`src/rtl/qadd_pipe_if.sv`:
```
// Operand/result bundle for the signed-magnitude fixed-point adder.
// The master drives operands and start; the slave returns the sum and its status.
interface qadd_pipe_if #(
    parameter int N = 32
);
    logic         start;
    logic [N-1:0] a;
    logic [N-1:0] b;
    logic [N-1:0] c;
    logic         done_flag;
    logic         overflow;

    modport master (
        output start, a, b,
        input  c, done_flag, overflow
    );

    modport slave (
        input  start, a, b,
        output c, done_flag, overflow
    );
endinterface

```
`src/rtl/qadd_pipe.sv`:
```
// Pipelined signed-magnitude fixed-point adder with a saturating magnitude.
// Ranks: sorted operands, computed result, registered outputs (start at edge k -> c after edge k+2).
module qadd_pipe #(
    parameter int N = 32,
    parameter int Q = 23
) (
    input  logic           clk,
    input  logic           rst_n,
    qadd_pipe_if.slave     bus
);
    localparam int M = N - 1;  // magnitude width

    if (Q < 0 || Q > M) begin : g_bad_q
        $error("qadd_pipe: Q must lie within the magnitude field");
    end

    // ---------------- stage 1: split, normalise -0, sort by magnitude
    logic [M-1:0] a_mag, b_mag;
    logic         a_sgn, b_sgn, a_ge_b;
    logic [M-1:0] large_d, small_d, large_q, small_q;
    logic         sign_d, same_d, v1_d;
    logic         sign_q, same_q, v1_q;

    // NOTE: every always_comb output gets a value on every path, so no latches are inferred.
    always_comb begin
        a_mag   = bus.a[M-1:0];
        b_mag   = bus.b[M-1:0];
        a_sgn   = bus.a[M] & (|a_mag);
        b_sgn   = bus.b[M] & (|b_mag);
        a_ge_b  = (a_mag >= b_mag);
        large_d = a_ge_b ? a_mag : b_mag;
        small_d = a_ge_b ? b_mag : a_mag;
        sign_d  = a_ge_b ? a_sgn : b_sgn;
        same_d  = (a_sgn == b_sgn);
        v1_d    = bus.start;
    end

    // NOTE: sequential state uses non-blocking assignments so all ranks update together.
    always_ff @(posedge clk or negedge rst_n) begin
        if (!rst_n) begin
            v1_q    <= 1'b0;
            large_q <= '0;
            small_q <= '0;
            sign_q  <= 1'b0;
            same_q  <= 1'b0;
        end else begin
            v1_q <= v1_d;
            if (bus.start) begin
                large_q <= large_d;
                small_q <= small_d;
                sign_q  <= sign_d;
                same_q  <= same_d;
            end
        end
    end

    // ---------------- stage 2: add or subtract the sorted magnitudes
    logic [N-1:0] sum;
    logic [M-1:0] diff;
    logic [M-1:0] mag_d;
    logic         sgn_d, ovf_d, v2_d;
    logic [N-1:0] res_q;
    logic         ovf2_q, v2_q;

    always_comb begin
        sum  = {1'b0, large_q} + {1'b0, small_q};
        diff = large_q - small_q;  // large >= small, so this never wraps
        v2_d = v1_q;
        if (same_q) begin
            ovf_d = sum[M];
            mag_d = sum[M] ? {M{1'b1}} : sum[M-1:0];
            sgn_d = sign_q;
        end else begin
            ovf_d = 1'b0;
            mag_d = diff;
            sgn_d = sign_q & (|diff);  // an exact cancel is always +0
        end
    end

    always_ff @(posedge clk or negedge rst_n) begin
        if (!rst_n) begin
            v2_q   <= 1'b0;
            res_q  <= '0;
            ovf2_q <= 1'b0;
        end else begin
            v2_q <= v2_d;
            if (v1_q) begin
                res_q  <= {sgn_d, mag_d};
                ovf2_q <= ovf_d;
            end
        end
    end

    // ---------------- output rank: c and overflow hold between completions
    logic [N-1:0] c_q;
    logic         done_q, ovf_q;

    always_ff @(posedge clk or negedge rst_n) begin
        if (!rst_n) begin
            c_q    <= '0;
            ovf_q  <= 1'b0;
            done_q <= 1'b0;
        end else begin
            done_q <= v2_q;
            if (v2_q) begin
                c_q   <= res_q;
                ovf_q <= ovf2_q;
            end
        end
    end

    assign bus.c         = c_q;
    assign bus.done_flag = done_q;
    assign bus.overflow  = ovf_q;
endmodule

```
`src/flat_wrapper.sv`:
```
// flat-port wrapper written by rule: the top's interface ports become plain ports
module qadd_pipe_flat 
#(
    parameter int N = 32,
    parameter int Q = 23
)
  (clk, rst_n, bus_start, bus_a, bus_b, bus_c, bus_done_flag, bus_overflow);
  qadd_pipe_if #(.N(N)) bus_i ();
  input  logic clk;
  input  logic rst_n;
  input wire logic [$bits(bus_i.start)-1:0] bus_start;
  input wire logic [$bits(bus_i.a)-1:0] bus_a;
  input wire logic [$bits(bus_i.b)-1:0] bus_b;
  output wire logic [$bits(bus_i.c)-1:0] bus_c;
  output wire logic [$bits(bus_i.done_flag)-1:0] bus_done_flag;
  output wire logic [$bits(bus_i.overflow)-1:0] bus_overflow;
  assign bus_i.start = bus_start;
  assign bus_i.a = bus_a;
  assign bus_i.b = bus_b;
  assign bus_c = bus_i.c;
  assign bus_done_flag = bus_i.done_flag;
  assign bus_overflow = bus_i.overflow;
  qadd_pipe #(.N(N), .Q(Q)) u_core (.clk(clk), .rst_n(rst_n), .bus(bus_i));
endmodule
```
`config.mk`:
```
export PLATFORM = sky130hd
export DESIGN_NAME = qadd_pipe_flat
export DESIGN_NICKNAME = d
export VERILOG_FILES = /design/src/rtl/qadd_pipe_if.sv /design/src/rtl/qadd_pipe.sv /design/src/flat_wrapper.sv
export SDC_FILE = /design/constraint.sdc
export NUM_CORES = 1
export LEC_CHECK = 0
export CAP_MARGIN = 10
export CORE_MARGIN = 2
export CORE_UTILIZATION = 53
export DETAILED_ROUTE_END_ITERATION = 10
export MAX_ROUTING_LAYER = met4
export PLACE_DENSITY = 0.87
export REMOVE_ABC_BUFFERS = 1
export SKIP_CTS_REPAIR_TIMING = 1
export SLEW_MARGIN = 10
export SYNTH_ARGS = -nofsm -noshare
export SYNTH_HDL_FRONTEND = slang
export SYNTH_SLANG_ARGS = --single-unit
```
`constraint.sdc`:
```
create_clock -name clk -period 2.9 [get_ports clk]
set_input_delay 0.725 -clock clk [delete_from_list [all_inputs] [get_ports clk]]
set_output_delay 0.725 -clock clk [all_outputs]
set_load 0.005 [all_outputs]
```
== Word level (Yosys, flattened, before mapping) ==
Cells that the tools add are included.
Word-level totals
  register bits after elaboration: 133
  bits of input ports: 67
  logic and storage cells: 28
Operators by class
  add/sub/neg operators: 2
  order comparisons: 1
  eq/ne operators: 1
  muxes and demuxes: 7
  bitwise gates (word level): 3
  reductions and logical operators: 3
Operators by type and width (count)
  $mux 31: 4
  $reduce_or 31->1: 3
  $add 31x31->32: 1
  $ge 31x31->1: 1
  $sub 31x31->31: 1
  $and 1x1->1: 3
  $mux 1: 3
  $eq 1x1->1: 1

== Depth between registers and ports, before layout ==
Gate-level depths: netlist of the first run.
  depth in word-level cells: 4
  depth in mapped cells: 14

== Worst setup path before layout of the first run ==
Ideal clock, no wire load.
  path kind: input-to-reg
  from: input port bus_b[12]
  to: register u_core.small_q[10]
  setup time: 146 ps
  data arrival time: 3087 ps
  path slack: -332 ps
  stages: 13
  buffers on the path: 2
  path through: inv_1 > ha_1 > a21o_1 > a21o_1 > a21oi_1 > or2_2 > a31oi_1 > a311o_1 > a21o_1 > a21oi_1 > clkbuf_1 > clkbuf_1 > o221ai_1
Between the ends
  word-level cells in the longest chain between the ends: 2
RTL lines
  start, declared: line flat_wrapper.sv:13  | input wire logic [$bits(bus_i.b)-1:0] bus_b;
  $ge 31x31->1: line qadd_pipe.sv:30  | a_ge_b = (a_mag >= b_mag);
  $mux 31: line qadd_pipe.sv:32  | small_d = a_ge_b ? b_mag : a_mag;
  end signal, assigned: line qadd_pipe.sv:50  | small_q <= small_d;
  end, declared: line qadd_pipe.sv:20  | logic [M-1:0] large_d, small_d, large_q, small_q;
Every way passes these cells.
A chain may end at the register's enable or synchronous reset.

== Worst setup path after layout of the first run ==
  from: register u_core.small_q[0]
  to: register u_core.res_q[31]
Between the ends
  word-level cells in the longest chain between the ends: 4
RTL lines
  $sub 31x31->31: line qadd_pipe.sv:67  | diff = large_q - small_q;
  $reduce_or 31->1: line qadd_pipe.sv:76  | sgn_d = sign_q & (|diff);
  $and 1x1->1: line qadd_pipe.sv:76
  $mux 1: line qadd_pipe.sv:69  | if (same_q) begin
  end signal, assigned: line qadd_pipe.sv:88  | res_q <= {sgn_d, mag_d};
  end, declared: line qadd_pipe.sv:62  | logic [N-1:0] res_q;
Every way passes these cells.

==> results of run 1 <==
==> per-stage QoR <==
step / utilization (%) / power, mW / hold WS (ns)
after floorplan: - / 5.37 / 0.429
after global placement: 74.9 / 8.07 / 0.463
after detailed placement: 74.9 / 8.27 / 0.468
after CTS: 78.0 / 10.5 / 0.262
after global routing: 84.2 / 11.9 / 0.283
final: 84.2 / 11.4 / 0.237
==> metal layers <==
layer,vias up,track usage (%),wire [um]
li1,5125,-,-
met1,5618,45.5,16000
met2,875,54.1,19200
met3,247,4.93,3910
met4,0,12.0,2440
met5,-,-,0
==> sequential cells by signal, summed over array words and instances, names as in the netlist <==
name	cells
u_core.same_q	1
u_core.sign_q	1
u_core.large_q	31
u_core.bus.c	32
u_core.bus.overflow	1
u_core.v2_q	1
u_core.res_q	32
u_core.small_q	31
u_core.bus.done_flag	1
u_core.ovf2_q	1
u_core.v1_q	1
==> area by class of cell <==
class,count,area (um2)
flip-flops and latches,133,3330
fillers,960,2980
repair buffers,485,4260
well taps,260,325
clock inverters,4,70.1
clock buffers,25,505
multi-input cells,866,6940
inverters,111,419
==> where the power goes <==
group	leakage, nW	total (mW)	switching (mW)	internal, mW
Sequential	1.55	2.68	0.313	2.36
Combinational	5.71	6.51	3.16	3.35
Clock	0.285	2.18	0.819	1.36
Total	7.54	11.4	4.29	7.08
==> how the worst min path moves through the flow <==
| stage | startpoint | to | depth (start not counted) |
|---|---|---|---|
| 2_1_floorplan | rst_n | u_core.bus.c[0] | 0 |
| 3_3_place_gp | u_core.ovf2_q | u_core.ovf2_q | 2 |
| 3_5_place_dp | u_core.res_q[28] | u_core.res_q[28] | 1 |
| 4_1_cts | rst_n | u_core.large_q[1] | 1 |
| 5_1_grt | rst_n | u_core.small_q[1] | 1 |
| 6_report | rst_n | u_core.small_q[1] | 1 |
==> logic make-up (layout without fill, tap and decap cells) <==
logic type	count (synthesis)	in the layout	share of synthesized area, %
multiplexers	76	76	7.90
AND/OR/NAND/NOR	313	313	14.4
buffers and inverters	181	625	6.88
AO/OA/AOI/OAI	330	330	22.2
adder cells (fa/ha/maj)	94	94	11.6
XOR/XNOR	53	53	4.53
flip-flops	133	133	32.4
==> critical path, cell delays in order (launching register included) <==
cell	delay, ns
dfrtp_1	0.45
ha_4	0.21
inv_2	0.06
fa_2	0.21
a21o_1	0.17
nand4_1	0.15
a2111o_2	0.52
a21oi_4	0.23
buf_12	0.13
o311ai_4	0.11
a21oi_2	0.25
buf_4	0.16
mux2i_2	0.07
nor4_2	0.32
and4_1	0.23
a31oi_1	0.07
==> cell usage in the layout (no fill, tap or decap), types with 7 or more instances in the layout <==
cell type,synthesis,layout
buf_4,1,357
dfrtp_1,133,133
inv_1,109,94
nor2_1,95,91
a21oi_1,96,83
nand2_1,77,77
ha_1,92,73
clkdlybuf4s50_1,0,57
xnor2_1,48,43
mux2_2,39,38
o21ai_0,59,37
dlymetal6s2s_1,0,36
mux2i_1,36,32
nand3_1,41,31
o221ai_1,43,28
o21ai_1,5,22
clkbuf_16,0,21
nand4_1,20,20
a21o_1,20,20
nor4_1,19,18
nor3_1,19,17
ha_4,0,16
o221ai_2,0,15
inv_2,0,14
a21oi_2,1,13
a31oi_1,13,13
buf_12,0,12
buf_6,1,10
nor2b_1,12,9
o31ai_1,10,9
o21a_1,8,8
nand3_2,0,7
==> impl_metrics.toml, run 1 <==
[floorplanning]
dieArea_mm2 = 0.0205
fp-row-count = 50
start_util_pct = 54.5
die_w_um = 143
die_h_um = 143
core_mm2 = 0.0188
ios = 101

[global_routing]
antenna_found_initial = 0
grt_pass1_wl_um = 53800
grt_max_degree = 81
grt.total_usage_pct = 34.4
grt_overflow_total = 0
grt_pass1_vias = 10600

[sta]
worst_slack_ns = -0.574
rsz0062_at_grt = "yes"
worst_slew_pin_slew_ns = 0.749
setup_tns_ns = -14.76
finalSetupViolCount = 82
fin_worst_skew_ns = 0.0147
slew_viol_final = 0
hold_viol = 0
fmax_mhz = 288
fin_crit_sh_pct = 120
period_needed_ns = 3.47
slew_headroom_pct = 49.6

[place]
postPlaceCellArea_mm2 = 0.0141
place_inst = 1827
routabilityCongestion = 0.962
pre_cts_ws_ns = -0.912
dp_hpwl_um = 25800
port-buffer-count = 100

[status]
status = "finished, violations left"
violations = "setup timing"

[logic_synthesis]
ys_types = 77
yosysTopAreaCellShare_pct = 32.4
netlist_area_mm2 = 0.0103
yosysWarnings = 0
synth_area_leaders = "dfrtp_1 (32%), ha_1 (11%), a21oi_1 (4.7%), mux2_2 (4.3%), xnor2_1 (4.1%)"
synthArstFlopShare_pct = 100
synth_area_per_cell_um2 = 8.69
ys_seq_elements = 133
yosysMostFrequentCell = "dfrtp_1"
synth_edf_count = 0
postSynth.topFlopCell = "dfrtp_1"
yosys-top-cells-count = "dfrtp_1 (133), inv_1 (109), a21oi_1 (96), nor2_1 (95), ha_1 (92)"
synth_top_area_cell = "dfrtp_1"
syn-instance-count = 1180
seq_area_frac_synth_pct = 32.4

[critical_path]
r2r_start = "u_core.small_q[0]"
rr_worst_depth = 15
crit_type = "flop to flop"
startpoint_type = "flop"
critPathMaxFanout = 3
ff2ff_setup_slack_ns = -0.57
r2r_end = "u_core.res_q[31]"
crit_end = "u_core.res_q[31]"
critPathCaptureType = "flop"
crit_arrival_ns = 3.78
cp_data_required_time_ns = 3.21
worstSetupStartpoint = "u_core.small_q[0]"

[route]
dr.pass1.iters = 6
ant_nets = 0
vias = 11900
wire_per_inst_um = 22.1
drt_iter0_drc = 1519
totalWireLength_um = 41600
drcViolationCount = 0
via_per_inst = 6.30

[clock_tree]
clk_path_buf_depth = 2
clock-sinks = 133
cts_buffers = 17
clockRootBuffer = "clkbuf_16"
cts_htree_levels = 4
clk_latency_ns = 0.43
cts_tree = "done"
clk_pin_slew_ns = 0.06

[final_layout]
nets = 1775
design_area_mm2 = 0.0158
antenna_cells = 0
drive_gt1_share_pct = 36.8
instances_no_fill = 1884
synthToLayoutAreaGrowth_pct = 54.5

[flow_run]
maxCapViolations = 0

[pwr]
vdd_drop_max_mv = 0.480
p_leak_nw = 7.54
p_per_area_mw_per_mm2 = 717

[worst_hold_path]
hold_class = "primary input to async pin"
Power figures use the tool's default switching activity.
==> run 2, diff against run 1 <==
ABC_CLOCK_PERIOD_IN_PS = 2900   (was not set)
==> results of run 2 <==
No change in the layout: final DEF, timing and power equal those of run 1.
==> run 3, diff against run 2 <==
CAP_MARGIN = 20   (was 10)
CELL_PAD_IN_SITES_DETAIL_PLACEMENT = 0   (was not set)
CELL_PAD_IN_SITES_GLOBAL_PLACEMENT = 1   (was not set)
CORE_UTILIZATION = 40   (was 53)
PLACE_DENSITY = 0.86   (was 0.87)
==> impl_metrics.toml, run 3 (synthesis gave the netlist of run 1 again) <==
[global_routing]
grt.total_usage_pct = 25.0
grt_max_degree = 102
antenna_found_initial = 0
grt_overflow_total = 0
grt_pass1_wl_um = 51900
grt_pass1_vias = 10100

[pwr]
vdd_drop_max_mv = 0.380
p_per_area_mw_per_mm2 = 706
p_leak_nw = 7.65

[clock_tree]
clock-sinks = 133
clk_path_buf_depth = 2
cts_tree = "done"
clockRootBuffer = "clkbuf_16"
cts_htree_levels = 4
cts_buffers = 17
clk_pin_slew_ns = 0.06
clk_latency_ns = 0.43

[floorplanning]
ios = 101
fp-row-count = 58
dieArea_mm2 = 0.0269
die_w_um = 164
die_h_um = 164
start_util_pct = 40.7
core_mm2 = 0.0252

[critical_path]
startpoint_type = "flop"
cpPeakStageDelay_ns = 0.39
crit_arrival_ns = 3.71
path_cells = "inv_2 > ha_4 > inv_2 > fa_2 > a21o_1 > nand4_1 > buf_4 > a21oi_4 > o31a_1 > o41ai_2 > buf_4 > a21o_1 > nand3_2 > nor4_2 > and4_1 > a31oi_1"
ff2ff_setup_slack_ns = -0.51
cp_data_required_time_ns = 3.20
cp_top_family = "compound AO/OA/AOI/OAI gates"
crit_path_top_delay_cell = "dfrtp_1"
crit_type = "flop to flop"
cp.depth = 16
r2r_start = "u_core.large_q[0]"
r2r_end = "u_core.res_q[31]"
rr_worst_depth = 16
worst-path-buf-inv = 4
critPathCaptureType = "flop"
critPathMaxFanout = 2

[final_layout]
layout_commonest_cell = "buf_4"
drive_gt1_share_pct = 36.1
fill_cells = 2006
design_area_mm2 = 0.0160
multi_input_area_mm2 = 0.00684
nets = 1784
seq_area_mm2 = 0.00333
synthToLayoutAreaGrowth_pct = 55.8
layout_common_cells = "buf_4 (368), dfrtp_1 (133), inv_1 (97)"
instances_no_fill = 1965
antenna_cells = 0

[sta]
period_needed_ns = 3.41
fmax_mhz = 293
rsz0062_at_grt = "yes"
slew_headroom_pct = 54.2
slew_viol_final = 0
finalSetupViolCount = 35
fin_crit_sh_pct = 118
fin_worst_skew_ns = 0.0118
hold_viol = 0
worst_slew_pin_slew_ns = 0.670
worst_slack_ns = -0.511

[place]
dp_hpwl_um = 25900
routabilityCongestion = 0.926
place_inst = 1908
port-buffer-count = 100
postPlaceCellArea_mm2 = 0.0142

[route]
vias = 10600
dr.pass1.iters = 5
drcViolationCount = 0
ant_nets = 0
via_per_inst = 5.39
drt_iter0_drc = 840
totalWireLength_um = 34600
wire_per_inst_um = 17.6

[status]
status = "finished, violations left"
violations = "setup timing"

[worst_hold_path]
hold_class = "primary input to async pin"

[flow_run]
maxCapViolations = 0
==> run 3: stage by stage <==
| stage | utilization (%) | setup TNS, ns | total power, mW | hold slack [ns] | setup slack (ns) |
|---|---|---|---|---|---|
| after global placement | 56.5 | -61.26 | 8.19 | 0.457 | -0.880 |
| after global routing | 63.5 | -13.68 | 12.0 | 0.279 | -0.613 |
| after floorplan | - | -276.02 | 5.37 | 0.429 | -4.45 |
| after detailed placement | 56.5 | -67.42 | 8.30 | 0.472 | -0.984 |
| after CTS | 59.1 | -40.65 | 10.7 | 0.264 | -0.759 |
| final | 63.5 | -7.54 | 11.3 | 0.248 | -0.511 |
==> run 3: cell type report <==
cell class,count,area share (%)
multi-input combinational,866,42.8
timing repair buffer,494,27.1
sequential,133,20.8
clock buffer,20,2.92
inverter,111,2.65
tap,330,2.58
clock inverter,11,1.09
==> run 3: worst max-delay path by stage <==
stage | startpoint | endpoint | slack, ns
after detailed placement | bus_b[8] | u_core.large_q[13] | -0.98
after floorplan | bus_b[12] | u_core.large_q[0] | -4.45
after global routing | u_core.large_q[0] | u_core.res_q[31] | -0.61
after CTS | u_core.large_q[0] | u_core.res_q[31] | -0.76
after global placement | bus_b[8] | u_core.large_q[8] | -0.88
final | u_core.large_q[0] | u_core.res_q[31] | -0.51
==> run 3: where the power goes <==
group	total, mW	switching, mW	internal, mW	leakage (nW)
Clock	2.36	0.854	1.51	0.305
Combinational	6.28	2.94	3.34	5.80
Sequential	2.65	0.290	2.36	1.55
Total	11.3	4.08	7.20	7.65
==> run 3: routing by layer <==
layer	vias up	track usage [%]	wire (um)
li1	5145	-	-
met4	0	6.66	870
met2	332	37.5	15900
met1	5057	35.5	16100
met5	-	-	0
met3	58	3.23	1770
